===== config.mk =====
export PLATFORM = sky130hd
export DESIGN_NAME = hs_mem_sdpram_ext
export DESIGN_NICKNAME = d
export VERILOG_FILES = /design/src/rtl/hs_math_basic_pkg.sv /design/src/rtl/hs_mem_pkg.sv /design/src/rtl/hs_mem_rd_pipe.sv /design/src/rtl/hs_mem_sdpram_ext.sv
export SDC_FILE = /design/constraint.sdc
export NUM_CORES = 1
export LEC_CHECK = 0
export CAP_MARGIN = 40
export CORE_ASPECT_RATIO = 1.2
export CORE_MARGIN = 3
export CORE_UTILIZATION = 50
export DETAILED_ROUTE_END_ITERATION = 7
export PLACE_DENSITY = 0.79
export SYNTH_ARGS = -nofsm -noshare
export SYNTH_HDL_FRONTEND = slang
export SYNTH_SLANG_ARGS = --single-unit
export TNS_END_PERCENT = 30

===== constraint.sdc =====
create_clock -name clk -period 1.1 [get_ports clk]
set_input_delay 0.22 -clock clk [delete_from_list [all_inputs] [get_ports clk]]
set_output_delay 0.22 -clock clk [all_outputs]
set_load 0.02 [all_outputs]

===== src/rtl/hs_math_basic_pkg.sv =====
// Basic elaboration-time math helpers shared across the library.
package hs_math_basic_pkg;

    // Smallest power of two that is >= v (returns 1 for v <= 1).
    function automatic int ceil_to_nxt_pow2(input int v);
        int p;
        p = 1;
        for (int i = 0; i < 31; i++) begin
            if (p < v) p = p * 2;
        end
        return p;
    endfunction

endpackage


===== src/rtl/hs_mem_pkg.sv =====
// Shared types and helpers for the memory library.
package hs_mem_pkg;

    typedef enum logic {
        HS_MEM_RDW_OLD = 1'b0,
        HS_MEM_RDW_NEW = 1'b1
    } hs_mem_rdw_e;

    // Widest word the merge helper handles; callers zero-extend into it.
    localparam int HS_MEM_MAX_W = 1024;
    localparam int HS_MEM_IDX_W = 10;

    // Byte-lane merge: lanes whose be bit is set take new_word, others keep old_word.
    function automatic logic [HS_MEM_MAX_W-1:0] hs_mem_be_merge(
        input logic [HS_MEM_MAX_W-1:0] old_word,
        input logic [HS_MEM_MAX_W-1:0] new_word,
        input logic [HS_MEM_MAX_W-1:0] be,
        input int                      byte_width
    );
        logic [HS_MEM_MAX_W-1:0] res;
        res = old_word;
        for (int i = 0; i < HS_MEM_MAX_W; i++) begin
            if (be[HS_MEM_IDX_W'(i / byte_width)]) res[HS_MEM_IDX_W'(i)] = new_word[HS_MEM_IDX_W'(i)];
        end
        return res;
    endfunction

endpackage


===== src/rtl/hs_mem_rd_pipe.sv =====
// Delay line for the read return path: valid bits are reset-cleared, payload
// only moves with a valid so the output holds its last value when idle.
module hs_mem_rd_pipe #(
    parameter int DEPTH = 1,
    parameter int WIDTH = 1
) (
    input  logic             clk,
    input  logic             rst_n,
    input  logic             i_valid,
    input  logic [WIDTH-1:0] i_data,
    output logic             o_valid,
    output logic [WIDTH-1:0] o_data
);

    if (DEPTH == 0) begin : g_bypass
        assign o_valid = i_valid;
        assign o_data  = i_data;
    end else begin : g_pipe
        logic [DEPTH-1:0] r_valid;
        logic [WIDTH-1:0] r_data [DEPTH];

        // Shift valid every cycle; advance payload only behind a valid stage.
        always_ff @(posedge clk or negedge rst_n) begin
            if (!rst_n) begin
                r_valid <= '0;
                for (int s = 0; s < DEPTH; s++) r_data[s] <= '0;
            end else begin
                r_valid[0] <= i_valid;
                if (i_valid) r_data[0] <= i_data;
                for (int s = 1; s < DEPTH; s++) begin
                    r_valid[s] <= r_valid[s-1];
                    if (r_valid[s-1]) r_data[s] <= r_data[s-1];
                end
            end
        end

        assign o_valid = r_valid[DEPTH-1];
        assign o_data  = r_data[DEPTH-1];
    end

endmodule


===== src/rtl/hs_mem_sdpram_ext.sv =====
// Simple dual-port RAM (1W/1R) with byte-lane writes, configurable read
// latency, selectable read-during-write policy and out-of-range protection.
module hs_mem_sdpram_ext
    import hs_mem_pkg::*;
    import hs_math_basic_pkg::*;
#(
    parameter int          DATA_WIDTH = 32,
    parameter int          BYTE_WIDTH = 8,
    parameter int          DATA_DEPTH = 16,
    parameter int          RD_LATENCY = 1,
    parameter hs_mem_rdw_e RDW_MODE   = HS_MEM_RDW_OLD,
    localparam int         ADDR_WIDTH = (DATA_DEPTH > 1) ? $clog2(DATA_DEPTH) : 1,
    localparam int         NUM_BYTES  = DATA_WIDTH / BYTE_WIDTH
) (
    input  logic                  clk,
    input  logic                  rst_n,
    input  logic [ADDR_WIDTH-1:0] waddr,
    input  logic [DATA_WIDTH-1:0] wdata,
    input  logic [NUM_BYTES-1:0]  wbe,
    input  logic                  wen,
    input  logic [ADDR_WIDTH-1:0] raddr,
    input  logic                  ren,
    output logic [DATA_WIDTH-1:0] rdata,
    output logic                  rvalid,
    output logic                  rerr
);

    localparam int MEM_WORDS = ceil_to_nxt_pow2(DATA_DEPTH);

    if (DATA_WIDTH % BYTE_WIDTH != 0) begin : g_chk_width
        $error("hs_mem_sdpram_ext: DATA_WIDTH must be a multiple of BYTE_WIDTH");
    end
    if (RD_LATENCY < 1 || RD_LATENCY > 4) begin : g_chk_lat
        $error("hs_mem_sdpram_ext: RD_LATENCY must be in 1..4");
    end
    if (DATA_DEPTH < 1) begin : g_chk_depth
        $error("hs_mem_sdpram_ext: DATA_DEPTH must be at least 1");
    end

    logic [DATA_WIDTH-1:0] r_mem [MEM_WORDS];

    logic                  w_wr_ok;
    logic                  w_rd_ok;
    logic                  w_rdw_hit;
    logic [DATA_WIDTH-1:0] w_rd_old;
    logic [DATA_WIDTH-1:0] w_rd_new;
    logic [DATA_WIDTH-1:0] w_rd_word;

    logic                  r_s1_valid;
    logic                  r_s1_err;
    logic [DATA_WIDTH-1:0] r_s1_data;

    logic                  w_out_valid;
    logic [DATA_WIDTH:0]   w_out_payload;

    assign w_wr_ok   = wen && (int'(waddr) < DATA_DEPTH);
    assign w_rd_ok   = int'(raddr) < DATA_DEPTH;
    assign w_rdw_hit = w_wr_ok && ren && w_rd_ok && (waddr == raddr);

    assign w_rd_old  = r_mem[raddr];
    assign w_rd_new  = DATA_WIDTH'(hs_mem_be_merge(HS_MEM_MAX_W'(w_rd_old),
                                                   HS_MEM_MAX_W'(wdata),
                                                   HS_MEM_MAX_W'(wbe),
                                                   BYTE_WIDTH));
    assign w_rd_word = (RDW_MODE == HS_MEM_RDW_NEW && w_rdw_hit) ? w_rd_new : w_rd_old;

    // Array write: only enabled lanes of an in-range address change.
    always_ff @(posedge clk) begin
        if (w_wr_ok) begin
            for (int b = 0; b < NUM_BYTES; b++) begin
                if (wbe[b]) r_mem[waddr][b*BYTE_WIDTH +: BYTE_WIDTH] <= wdata[b*BYTE_WIDTH +: BYTE_WIDTH];
            end
        end
    end

    // Stage 1: sample the array (or the merged word) in the issue cycle; out-of-range returns zero.
    always_ff @(posedge clk or negedge rst_n) begin
        if (!rst_n) begin
            r_s1_valid <= 1'b0;
            r_s1_err   <= 1'b0;
            r_s1_data  <= '0;
        end else begin
            r_s1_valid <= ren;
            if (ren) begin
                r_s1_err  <= !w_rd_ok;
                r_s1_data <= w_rd_ok ? w_rd_word : '0;
            end
        end
    end

    hs_mem_rd_pipe #(
        .DEPTH (RD_LATENCY - 1),
        .WIDTH (DATA_WIDTH + 1)
    ) u_rd_pipe (
        .clk     (clk),
        .rst_n   (rst_n),
        .i_valid (r_s1_valid),
        .i_data  ({r_s1_err, r_s1_data}),
        .o_valid (w_out_valid),
        .o_data  (w_out_payload)
    );

    // The err bit rides with held data, so gate it to keep rerr low when idle.
    assign rvalid = w_out_valid;
    assign rerr   = w_out_valid & w_out_payload[DATA_WIDTH];
    assign rdata  = w_out_payload[DATA_WIDTH-1:0];

endmodule


**After elaboration in Yosys (flattened, before gate mapping)**

Memory sizes are Yosys's and may differ from the RTL's. A register that Yosys moved wholly into a read port is not among the register bits.
Cells that the tools add are included.
Widths: inputs -> output; s select.

- Bits in registers: 1
- Bits in writable memories: 512
- Input bits: 48
- Output and inout port bits: 34
- Word-level logic and storage cells: 15
- Memories kept: 1

- Mux-type cells: 12
- Reductions and logical operators: 1

Memories:

| name | depth | bits a word | rd ports | clocked after Yosys merged registers in | wr ports | RTL line | source |
|---|---|---|---|---|---|---|---|
| r_mem | 16 | 32 | 1 | 1 | 1 | hs_mem_sdpram_ext.sv:40 | `logic [DATA_WIDTH-1:0] r_mem [MEM_WORDS];` |

Operator list:

| operator | count |
|---|---|
| $mux 1 | 12 |
| $logic_not 1->1 | 1 |

**Longest topological paths before layout**

- Word-level depth: 3
- Mapped depth: 6
- Gate-level depth less buffers: 3

**By module**

Synthesis repeated with hierarchy kept, for this count alone.

- Cell total of the unflattened synthesis: 984
- Area total of the unflattened synthesis: 21338.0 µm²

Modules (own cells, without submodules):

| module | times used | cells each | area each (µm²) | seq. area each (µm²) |
|---|---|---|---|---|
| hs_mem_sdpram_ext | 1 | 950 | 21082.7 | 16200.5 |
| hs_mem_rd_pipe | 1 | 34 | 255.2 | 0.0 |

**Worst setup path after synthesis**

No wires, ideal clock.

- Path kind: input to register
- Start point: in raddr[2]
- End point: reg r_s1_data[23] (read register of r_mem)
- Library setup time: 0.146 ns
- Arrival: 1.328 ns
- Data required time: 0.954 ns
- Slack: -0.375 ns
- Cell stages on the path: 5
- Path buffers: 2
- Cells stage by stage: buf_6 -> buf_12 -> mux4_1 -> mux2i_1 -> a221oi_2

RTL lines:

| what | RTL line | source |
|---|---|---|
| from (decl) | hs_mem_sdpram_ext.sv:21 | `input logic [ADDR_WIDTH-1:0] raddr,` |
| to (decl) | hs_mem_sdpram_ext.sv:51 | `logic [DATA_WIDTH-1:0] r_s1_data;` |

==> summary.md <==
| Metric | Value |
|---|---|
| Largest family of logic cells by synthesized area | multiplexers |
| Warnings, synthesis | 0 |
| Cell Pwr Density | 1676 mW/mm^2 |
| CP Capture Type | register |
| Vias per Instance | 5.957 |
| FF-to-FF End | r_s1_data[15] |
| Max-slew violations | 0 |
| Core area | around 0.041 mm^2 |
| CTS tree | built |
| Starting Density | 0.5111 |
| Register area share after synthesis | 0.7684 |
| Max Fclk | 721.0 MHz |
| Synthesized-area fraction occupied by adder cells | 0 |
| Crit Path Max Fanout | 1 |
| Placed insts | 1688 |
| Failing checks | setup timing |
| Final net count | 1270 |
| I/O pins | 82 |
| Largest net degree at the start of global routing | 34 |
| Clk sink count | 545 |
| Root Buffer | clkbuf_16 |
| Layout area overhead | 25.17% |
| DIE HEIGHT | roughly 230 um |
| First-pass GRT wire length | approximately 72000 um |
| Post-Syn Area | 0.02108 mm^2 |
| Reg power frac | 0.526 |
| Post-DRT Antenna Nets | 0 |
| Final min period | 1387 ps |
| Sw frac | 0.2145 |
| Comb pwr share | 0.086 |
| Setup ws final | -287.0 ps |
| Final setup viols | 76 |
| Post-Layout Cell Count | 1802 |
| Critical Path Source | r_mem[1][15] |
| HPWL after DPL | 29410 um |
| Synth cell types | 27 |
| Worst Reg-to-Reg Cells | 3 |
| Crit Path Category | reg -> reg |
| R2R Setup Slk | -290 ps |
| Full die area | between 0.04 and 0.05 mm^2 |
| Drt initial violations | 1140 |
| Clk slew on worst S/H paths | 70 ps |
| DR pass1 iterations | 5 |
| GRT overflow | 0 |
| Layout cells sized above 1 | 0.4608 |
| Syn_area_per_cell | 22.19 um^2 |
| Via count | 10730 |
| Syn_nets | 998 |
| GRT Resource Usage Total | 0.2137 |
| Initial antenna violation count | 0 |
| Row cnt | 81 |
| Final hold viol count | 0 |
| CP arrival | 1830 ps |
| Most frequent cells in the layout | edfxtp_1, buf_4, mux4_2, nor2_1, clkbuf_16 |
| Htree depth | 2 |
| Final Util | 0.6398 |
| WL/cell | 26.63 um |
| Flip-flop and latch count after synthesis | 545 |
| Num CTS Buffers | 50 |
| Simple-gate share of the synthesized area | 0.02356 |
| Fin Clk Skew | 32.28 ps |
| Mapped Cells | 950 |
| Worst setup path endpoint | r_s1_data[15] |
| Clock Latency Late Sink | 580 ps |
| CP Launch Type | register |
| Compound-gate portion of the synthesized area | 0.03228 |
| Post-synthesis mux area share | 0.1533 |
| Synth Flop Type | edfxtp_1 |
| DRC Markers | 0 |
| Critical R2R Launch | r_mem[1][15] |
| Commonest non-fill, non-tap cell in the layout | edfxtp_1 |
| Clk pwr share | 0.388 |
| HP Class | in -> reg |
| Internal Pwr Total | 34.75 mW |
| Max-cap violations | 0 |
| Clock Path Buffers | 3 |
| Maximum vdd drop | 1.100 mV |
| Die width | 193.5 um |
| Status | finished with violations |
| Fillers | 2575 |
| Vias in the first global route | 11460 |
| N_diodes | 0 |
| Synth async-reset ratio | 0.06055 |
| RSZ-0062 raised after global routing | yes |
| Gpl congestion | 0.8215 |
| Net Sw Power | 9.488 mW |
| EDFF count, synth | 512 |
| Crit path required time | 1540 ps |
| Post-Route WL | 47980 um |
| Leakage | 8.784 nW |
| Tcrit/Tclk final | 1.261 |
| Port-buffer cells | 80 |
| Synth Area in XOR/XNOR | 0 |
[synthesized netlist by cell type (all sizes together), types with 4 or more instances]
cell type	instances	area, um^2
nor2	98	367.9
o22ai	32	262.8
mux2i	32	320.3
dfrtp	33	825.8
dlygate4sd1	4	35.03
nand3	6	30.03
mux4	128	2913
nor2b	4	25.02
buf	34	352.8
nand2	13	48.80
edfxtp	512	15370
clkbuf	17	81.32
a221oi	32	417.9
[timing repair]
action	in CTS	in global routing
endpoints found under the hold margin	33	0
cloned	4	0
endpoints found under the setup margin	577	401
gates resized for setup	321	40
hold buffers	1	0
buffers inserted	13	4
pin swaps	13	11
[sequential cells by signal, summed over array words and instances, names as in the netlist]
signal	count
r_mem	512
r_s1_data	32
r_s1_valid	1
[worst max-delay path, cell delays in order (launching register included)]
cell	delay [ps]
edfxtp_1	430
mux4_2	550
mux2i_4	190
a221oi_2	90
[metal layers]
metal  up-vias  GRT usage  wire length [um]
met5         -          0                 0
met4         0    0.06760              1323
met3        92    0.03211              2689
li1       4513          -                 -
met1      5686     0.2790             18510
met2       443     0.3747             25460
[through the flow]
| stage | setup TNS (ps) | power [mW] | cell area (um^2) | setup WS [ps] | hold slack, ps |
|---|---|---|---|---|---|
| after floorplan | -87670 | 25.32 | 21330 | -315.5 | -75.59 |
| final | -14160 | 44.24 | 26390 | -287.0 | 79.25 |
| after global placement | -429340 | 26.87 | 23860 | -904.7 | 210.5 |
| after CTS | -14720 | 44.23 | 26220 | -311.9 | 59.26 |
| after detailed placement | -452660 | 26.95 | 23860 | -941.7 | 211.6 |
| after global routing | -16240 | 45.44 | 26390 | -313.6 | 89.04 |
[area by class of cell]
cell class                      count  area [um^2]  share of cell area
Sequential cell                   545        16200              0.6139
Multi-Input combinational cell    350         5144              0.1949
Timing Repair Buffer              275         2724              0.1032
Clock buffer                       68         1463             0.05542
Tap cell                          539        674.4             0.02555
Clock inverter                     25        185.2            0.007017
[worst min path at each step]
| stage | from | endpoint | slack [ps] | cells past startpoint |
|---|---|---|---|---|
| final | ren | r_s1_valid | 80 | 2 |
| after detailed placement | rst_n | r_s1_data[19] | 210 | 2 |
| after global routing | ren | r_s1_valid | 90 | 2 |
| after floorplan | rst_n | r_s1_data[0] | -80 | 0 |
| after CTS | ren | r_s1_valid | 60 | 2 |
| after global placement | rst_n | r_s1_data[19] | 210 | 2 |
[power by group through the flow]
stage | logic, mW | registers (mW) | clock network, mW
final | 3.82 | 23.3 | 17.1
after global placement | 3.21 | 23.7 | 0
after CTS | 3.69 | 23.3 | 17.3
after detailed placement | 3.28 | 23.7 | 0
after floorplan | 1.49 | 23.8 | 0
after global routing | 4.03 | 23.3 | 18.1
[kinds of logic (layout without fill, tap and decap cells)]
family | count (synthesis) | after routing
mux | 160 | 160
flops | 545 | 545
compound gates | 64 | 64
simple gates | 125 | 125
other cells | 1 | 1
buf+inv | 55 | 368
(Power assumes the default switching activity.)
